`src/rtl/alu_iter.sv`:
```
// alu_iter: sequential ALU with an iterative one-bit-per-cycle shifter.
// An operation is accepted in IDLE, the arithmetic/logic result is computed
// combinationally and registered, then optionally shifted in SHIFT, and finally
// presented in HOLD until the downstream stage takes it.
module alu_iter #(
    parameter int WIDTH = 8,
    parameter int SHW   = $clog2(WIDTH)
) (
    input  logic             alu_clk_in,
    input  logic             alu_rst_in,
    input  logic             alu_valid_in,
    output logic             alu_ready_out,
    input  logic [4:0]       alu_sel_in,
    input  logic             alu_carry_in,
    input  logic [WIDTH-1:0] alu_a_in,
    input  logic [WIDTH-1:0] alu_b_in,
    input  logic [SHW-1:0]   alu_shamt_in,
    output logic             alu_valid_out,
    input  logic             alu_ready_in,
    output logic [WIDTH-1:0] alu_y_out,
    output logic [3:0]       alu_flags_out
);

    typedef enum logic [1:0] {
        ST_IDLE,
        ST_SHIFT,
        ST_HOLD
    } state_t;

    state_t           r_state;
    state_t           w_state_next;

    logic [WIDTH-1:0] r_y;
    logic             r_carry;
    logic             r_ovf;
    logic             r_neg;
    logic             r_zero;
    logic [SHW-1:0]   r_cnt;
    logic             r_dir_left;

    logic [WIDTH-1:0] w_x;
    logic             w_c;
    logic [WIDTH:0]   w_sum;
    logic [WIDTH-1:0] w_logic;
    logic [WIDTH-1:0] w_res;
    logic             w_res_carry;
    logic             w_res_ovf;
    logic             w_accept;
    logic             w_shift_go;
    logic [WIDTH-1:0] w_shift_y;
    logic             w_shift_out;

    // Second adder operand and carry selected from {sel[1:0], carry-in}
    always_comb begin
        w_x = '0;
        w_c = 1'b0;
        case ({alu_sel_in[1:0], alu_carry_in})
            3'b000: begin w_x = '0;        w_c = 1'b0; end
            3'b001: begin w_x = '0;        w_c = 1'b1; end
            3'b010: begin w_x = alu_b_in;  w_c = 1'b0; end
            3'b011: begin w_x = alu_b_in;  w_c = 1'b1; end
            3'b100: begin w_x = ~alu_b_in; w_c = 1'b0; end
            3'b101: begin w_x = ~alu_b_in; w_c = 1'b1; end
            3'b110: begin w_x = '1;        w_c = 1'b0; end
            default: begin w_x = '0;       w_c = 1'b0; end
        endcase
    end

    assign w_sum = {1'b0, alu_a_in} + {1'b0, w_x} + {{WIDTH{1'b0}}, w_c};

    // Logic unit
    always_comb begin
        w_logic = '0;
        case (alu_sel_in[1:0])
            2'b00:   w_logic = alu_a_in & alu_b_in;
            2'b01:   w_logic = alu_a_in | alu_b_in;
            2'b10:   w_logic = alu_a_in ^ alu_b_in;
            default: w_logic = ~alu_a_in;
        endcase
    end

    // Unshifted result and its carry/overflow; shift mode 11 forces zero
    always_comb begin
        w_res       = '0;
        w_res_carry = 1'b0;
        w_res_ovf   = 1'b0;
        if (alu_sel_in[4:3] == 2'b11) begin
            w_res = '0;
        end else if (alu_sel_in[2] == 1'b0) begin
            w_res       = w_sum[WIDTH-1:0];
            w_res_carry = w_sum[WIDTH];
            w_res_ovf   = (alu_a_in[WIDTH-1] == w_x[WIDTH-1]) &&
                          (w_sum[WIDTH-1] != alu_a_in[WIDTH-1]);
        end else begin
            w_res = w_logic;
        end
    end

    assign w_accept   = alu_valid_in && (r_state == ST_IDLE);
    assign w_shift_go = ((alu_sel_in[4:3] == 2'b01) || (alu_sel_in[4:3] == 2'b10)) &&
                        (alu_shamt_in != '0);

    // One-bit shift step of the result register, zero fill
    assign w_shift_y   = r_dir_left ? {r_y[WIDTH-2:0], 1'b0} : {1'b0, r_y[WIDTH-1:1]};
    assign w_shift_out = r_dir_left ? r_y[WIDTH-1] : r_y[0];

    // State register
    always_ff @(posedge alu_clk_in or posedge alu_rst_in) begin
        if (alu_rst_in) begin
            r_state <= ST_IDLE;
        end else begin
            r_state <= w_state_next;
        end
    end

    // Next-state logic and handshake outputs
    always_comb begin
        w_state_next  = r_state;
        alu_ready_out = 1'b0;
        alu_valid_out = 1'b0;
        case (r_state)
            ST_IDLE: begin
                alu_ready_out = 1'b1;
                if (w_accept) begin
                    w_state_next = w_shift_go ? ST_SHIFT : ST_HOLD;
                end
            end
            ST_SHIFT: begin
                if (r_cnt == SHW'(1)) begin
                    w_state_next = ST_HOLD;
                end
            end
            ST_HOLD: begin
                alu_valid_out = 1'b1;
                if (alu_ready_in) begin
                    w_state_next = ST_IDLE;
                end
            end
            default: w_state_next = ST_IDLE;
        endcase
    end

    // Result, flags and shift counter: load on accept, step during SHIFT
    always_ff @(posedge alu_clk_in or posedge alu_rst_in) begin
        if (alu_rst_in) begin
            r_y        <= '0;
            r_carry    <= 1'b0;
            r_ovf      <= 1'b0;
            r_neg      <= 1'b0;
            r_zero     <= 1'b0;
            r_cnt      <= '0;
            r_dir_left <= 1'b0;
        end else if (r_state == ST_IDLE) begin
            if (w_accept) begin
                r_y        <= w_res;
                r_carry    <= w_res_carry;
                r_ovf      <= w_res_ovf;
                r_neg      <= w_res[WIDTH-1];
                r_zero     <= (w_res == '0);
                r_cnt      <= alu_shamt_in;
                r_dir_left <= ~alu_sel_in[4];
            end
        end else if (r_state == ST_SHIFT) begin
            r_y     <= w_shift_y;
            r_carry <= w_shift_out;
            r_ovf   <= 1'b0;
            r_neg   <= w_shift_y[WIDTH-1];
            r_zero  <= (w_shift_y == '0);
            r_cnt   <= r_cnt - SHW'(1);
        end
    end

    assign alu_y_out     = r_y;
    assign alu_flags_out = {r_carry, r_ovf, r_neg, r_zero};

endmodule

```
`config.mk`:
```
export PLATFORM = sky130hd
export DESIGN_NAME = alu_iter
export DESIGN_NICKNAME = d
export VERILOG_FILES = /design/src/rtl/alu_iter.sv
export SDC_FILE = /design/constraint.sdc
export NUM_CORES = 1
export LEC_CHECK = 0
export BUFFER_PORTS_ARGS = -buffer_cell sky130_fd_sc_hd__buf_2
export CORE_ASPECT_RATIO = 0.8
export CORE_UTILIZATION = 30
export DETAILED_ROUTE_END_ITERATION = 8
export GPL_ROUTABILITY_DRIVEN = 0
export PLACE_DENSITY = 0.51
export SYNTH_ARGS = -nofsm -noshare
export SYNTH_HDL_FRONTEND = slang
export SYNTH_SLANG_ARGS = --single-unit
export TNS_END_PERCENT = 20
```
`constraint.sdc`:
```
create_clock -name alu_clk_in -period 4.85 [get_ports alu_clk_in]
set_input_delay 0.97 -clock alu_clk_in [delete_from_list [all_inputs] [get_ports alu_clk_in]]
set_output_delay 0.97 -clock alu_clk_in [all_outputs]
set_load 0.01 [all_outputs]
```
* Word-level counts from Yosys, hierarchy flattened
Cells that the tools add are included.
** Storage, ports and cells
- Flip-flop bits (word level) :: 18
- Input port bits :: 29
- Logic and storage cells :: 88
- Output and inout port bits :: 14
** Cells by class
- Muxes and demuxes :: 36
- Bitwise operators :: 6
- Equality and inequality tests :: 19
- Reduce and logical (&&, ||, !) cells :: 16
- Add/sub/neg operators :: 3
** Operators by type and width (number)
- two-way mux 8 bit :: 6
- one-hot mux 8 bit (3 select lines) :: 2
- two-way mux 1 bit :: 20
- zero test 8 bit :: 2
- NOT 8 bit :: 2
- adder 8 x 8 -> 9 bit :: 1
- adder 9 x 1 -> 9 bit :: 1
- == test 3 bit (second input constant) :: 3
- two-way mux 3 bit :: 3
- AND 8 bit :: 1
- == test 2 bit (second input constant) :: 4
- two-way mux 2 bit :: 4
- bitwise OR 8 bit :: 1
- XOR 8 bit :: 1
- == test 2 x 1 -> 1 bit (second input constant) :: 3
- == test 3 x 1 -> 1 bit (second input constant) :: 2
- == test 3 x 2 -> 1 bit (second input constant) :: 2
- inequality test 2 bit (second input constant) :: 3
- one-hot mux 2 bit (3 select lines) :: 1
- zero test 2 bit :: 2
- AND reduction 2 bit :: 2
- OR reduction 2 bit :: 2
- logical AND 1 bit :: 3
- AND reduction 3 bit :: 1
- other kinds (8) :: 8

* Depth between registers and ports, before layout
- Depth in word-level cells :: 11
- Gate-level depth with buffers :: 13
- Gate-level depth less buffers :: 11

* Worst setup path before layout
No wires, ideal clock.
- Kind :: input port to flip-flop
- From :: input port alu_sel_in[0]
- To :: register r_zero
- Library setup time :: 0.065 ns
- Cell stages on the path :: 12
- Path buffers :: 2
- Data arrival time :: 3.412 ns
- Path slack :: 1.372 ns
- Required time :: 4.785 ns
- Cells stage by stage :: buf_6 > and3_1 > clkbuf_1 > a211oi_1 > fa_1 > inv_1 > fa_1 > xnor2_1 > a2111o_1 > nor4b_1 > and3_1 > a31o_1
** On the way
- Cells in the longest elaborated chain, start to end :: 10
- Elaborated cells between the ends (all ways) :: 22
** RTL lines
- start: declaration :: RTL line 13 : input logic [4:0] alu_sel_in,
- == test 3 bit or == test 3 x 2 -> 1 bit (tied branches) :: RTL line 57 : case ({alu_sel_in[1:0], alu_carry_in})
- OR reduction 2 bit (no line)
- one-hot mux 8 bit (3 select lines) :: RTL line 57
- adder 8 x 8 -> 9 bit :: RTL line 69 : assign w_sum = {1'b0, alu_a_in} + {1'b0, w_x} + {{WIDTH{1'b0}}, w_c};
- adder 9 x 1 -> 9 bit :: RTL line 69
- two-way mux 8 bit * :: RTL line 89 : end else if (alu_sel_in[2] == 1'b0) begin
- two-way mux 8 bit * :: RTL line 87 : if (alu_sel_in[4:3] == 2'b11) begin
- zero test 8 bit * :: RTL line 159 : r_zero <= (w_res == '0);
- two-way mux 1 bit * :: RTL line 154 : if (w_accept) begin
- two-way mux 1 bit * :: RTL line 153 : end else if (r_state == ST_IDLE) begin
- end signal: assignment :: RTL line 159
- end signal: assignment :: RTL line 168 : r_zero <= (w_shift_y == '0);
- end: declaration :: RTL line 37 : logic r_zero;
Mark *: on every way between the ends. The rest lies on a longest branch, timed or not. The select of a mux whose other input is x is not followed.
A chain may end at the register's enable or synchronous reset.

* Final worst setup path
Same ends and word-level chain as after synthesis.

==> flow_summary.toml <==
[synth]
async_reset_ff_share_pct = 100
synth-seq-cells = 17
yosysTopAreaCell = "dfrtp_1"
synth-edff-count = 0
synth_top_area_share_pct = 19.9
synthTopCellsByArea = "dfrtp_1 (20%), ha_1 (15%), inv_1 (5.1%)"
yosysWarnings = 0
synth_seq_area_share_pct = 19.9
synth_cell_types = 52
syn_nets = 317
synthFlopType = "dfrtp_1"
synthesis.area_um2 = 2140
syn-instance-count = 260
synth_common_cells = "inv_1 (29), nor2_1 (29), ha_1 (26)"
synth_area_per_cell_um2 = 8.23

[pwr]
ir_drop_mv = 0.147
switchingPower_w = 0.000454
combPwrFrac_pct = 56.6
seqPwrFrac_pct = 32.2
p_int_w = 0.000515
power_leakage_nw = 1.18
p_per_area_nw_per_um2 = 403
p_sw_share_pct = 46.8
clock_power_share_pct = 11.2
power_w = 0.000969

[routing]
wl_per_cell_um = 14.7
routed_wl_um = 5520
first_pass_iters = 4
drtIter0Drc = 135
vias = 1940
ant_nets = 0
drcViolationCount = 0
detail_route.vias_per_cell = 5.16

[sta]
setup_tns_ns = 0
rsz0062_at_grt = "no"
skew_ns = 0.00242
setup_violations = 0
period_minus_slack_ns = 3.48
period_share_pct = 71.7
slew_headroom_pct = 53.4
worstMarginPinSlew_ns = 0.697
maxClockFrequency_mhz = 287
drv_slew = 0
hold_violations = 0

[place]
port_buffers = 42
dpl.hpwl_um = 4350

[grt]
grt_antenna_before_repair = 0
track_usage_pct = 15.1
overflow = 0
grt_pass1_wl_um = 8940
grt_pass1_vias = 1786
grt_max_degree = 20

[floorplanning]
rows = 27
coreArea_um2 = 6890
ios = 43
die_w_um = 96.4
die_area_um2 = 7480
start_util_pct = 31.1
chipHeight_um = 77.6

[clock_network]
numClockSinks = 17
cts.hold.buffers_added = 0
htreeDepth = 1
cts_setup_buffers = 0
cts-resized-gates = 0
clk_latency_ns = 0.25
cts_tree = "built"
cts_buffers = 3
clock-root-buffer = "clkbuf_8"
clk_path_buf_depth = 2
clk_pin_slew_ns = 0.07

[outcome]
outcome = "completed"

[finish]
fin_nets = 347
n_antenna_cell = 0
drive_gt1_share_pct = 20.4
areaGrowthSynthToFinish_pct = 12.3

[critical_path]
critPathRequiredTime_ns = 5.05
startpoint = "alu_sel_in[0]"
rrSetupSlack_ns = 3.04
crit_path_start_kind = "input port"
critPathMaxFanout = 14
path_class = "input port to flip-flop"
timing.rr.end = "r_zero"
cp.arrival_ns = 3.67
end_kind = "flip-flop"
reg2reg_depth = 6
reg2reg_from = "r_state[0]"

[hold_path]
hp-start = "r_ovf"
holdPathEnd = "r_ovf"
holdCritPathClass = "flip-flop to flip-flop"
worstHoldPathCells = 2

[flow_run]
drv_cap = 0
==> power groups by stage <==
stage          Clock [W]  Combinational (W)  Sequential [W]
3_3_place_gp           0           0.000542        0.000313
4_1_cts         0.000113           0.000551        0.000311
5_1_grt         0.000118           0.000617        0.000323
6_report        0.000108           0.000549        0.000312
3_5_place_dp           0           0.000548        0.000313
2_1_floorplan          0           0.000444        0.000271
==> how the worst max path moves through the flow <==
stage          cells after the start  endpoint  slack [ns]
6_report                          11    r_zero        1.37
3_3_place_gp                      11    r_zero        1.17
3_5_place_dp                      11    r_zero        1.13
4_1_cts                           11    r_zero        1.39
2_1_floorplan                     12    r_zero        1.37
5_1_grt                           11    r_zero        1.08
==> kinds of logic (layout without fill, tap and decap cells) <==
kind of cell	count (synthesis)	in the layout	synth area share, %
AND/OR/NAND/NOR	77	77	17.1
AO/OA/AOI/OAI	72	72	24.1
buffers and inverters	49	78	10.5
adder cells (fa/ha/maj)	28	28	17.1
flip-flops	17	17	19.9
multiplexers	15	15	10.5
XOR/XNOR	2	2	0.818
==> registers in the layout, summed over array words and instances (netlist names) <==
name        flops
r_zero          1
r_cnt           3
alu_y_out       8
r_carry         1
r_state         2
r_ovf           1
r_dir_left      1
==> final cells by class <==
| cell class | count | area, um^2 |
|---|---|---|
| inverter | 31 | 116 |
| clock buffer | 4 | 45.0 |
| fill | 754 | 4490 |
| tap | 87 | 109 |
| timing repair buffer | 43 | 218 |
| multi-input combinational | 194 | 1490 |
| sequential | 17 | 425 |
==> stage by stage <==
step	std cells	hold slack (ns)	utilization, %	setup WS [ns]	cell area, um^2
3_3_place_gp	372	0.466	34.2	1.17	2360
4_1_cts	376	0.488	34.9	1.39	2400
3_5_place_dp	372	0.470	34.2	1.13	2360
5_1_grt	376	0.540	34.9	1.08	2400
6_report	376	0.475	34.9	1.37	2400
2_1_floorplan	260	0.444	-	1.37	2140
==> routing by layer <==
layer  routed length [um]  GRT usage [%]  share of wire (%)  vias to the layer above
li1                     -              -                  -                      987
met1                 2860           23.2                 52                      919
met2                 2460           22.8                 45                       32
met3                  182           2.06                3.3                        2
met4                   18           1.76               0.33                        0
met5                    0              0                  0                        -
==> cells in the final DEF (no fill, tap or decap), types with 4 or more instances in the layout <==
cell type	n
a211oi_1	9
mux2_2	4
nor2_1	29
nand2_1	18
ha_1	26
a21o_1	4
mux2i_1	6
nand3_1	4
buf_2	42
nor2b_1	4
a21oi_1	20
nor3b_1	4
o21ai_0	7
dfrtp_1	17
inv_1	29
==> worst max-delay path, cell delays in order <==
cell and delay [ns]:
buf_2 0.19, and3_1 0.31, a211oi_1 0.32, fa_1 0.24
inv_1 0.05, fa_1 0.43, xnor2_1 0.15, a2111o_1 0.43
nor4b_1 0.25, and3_1 0.20, a31o_1 0.14
Note: power is estimated with default switching activity, not from simulation.
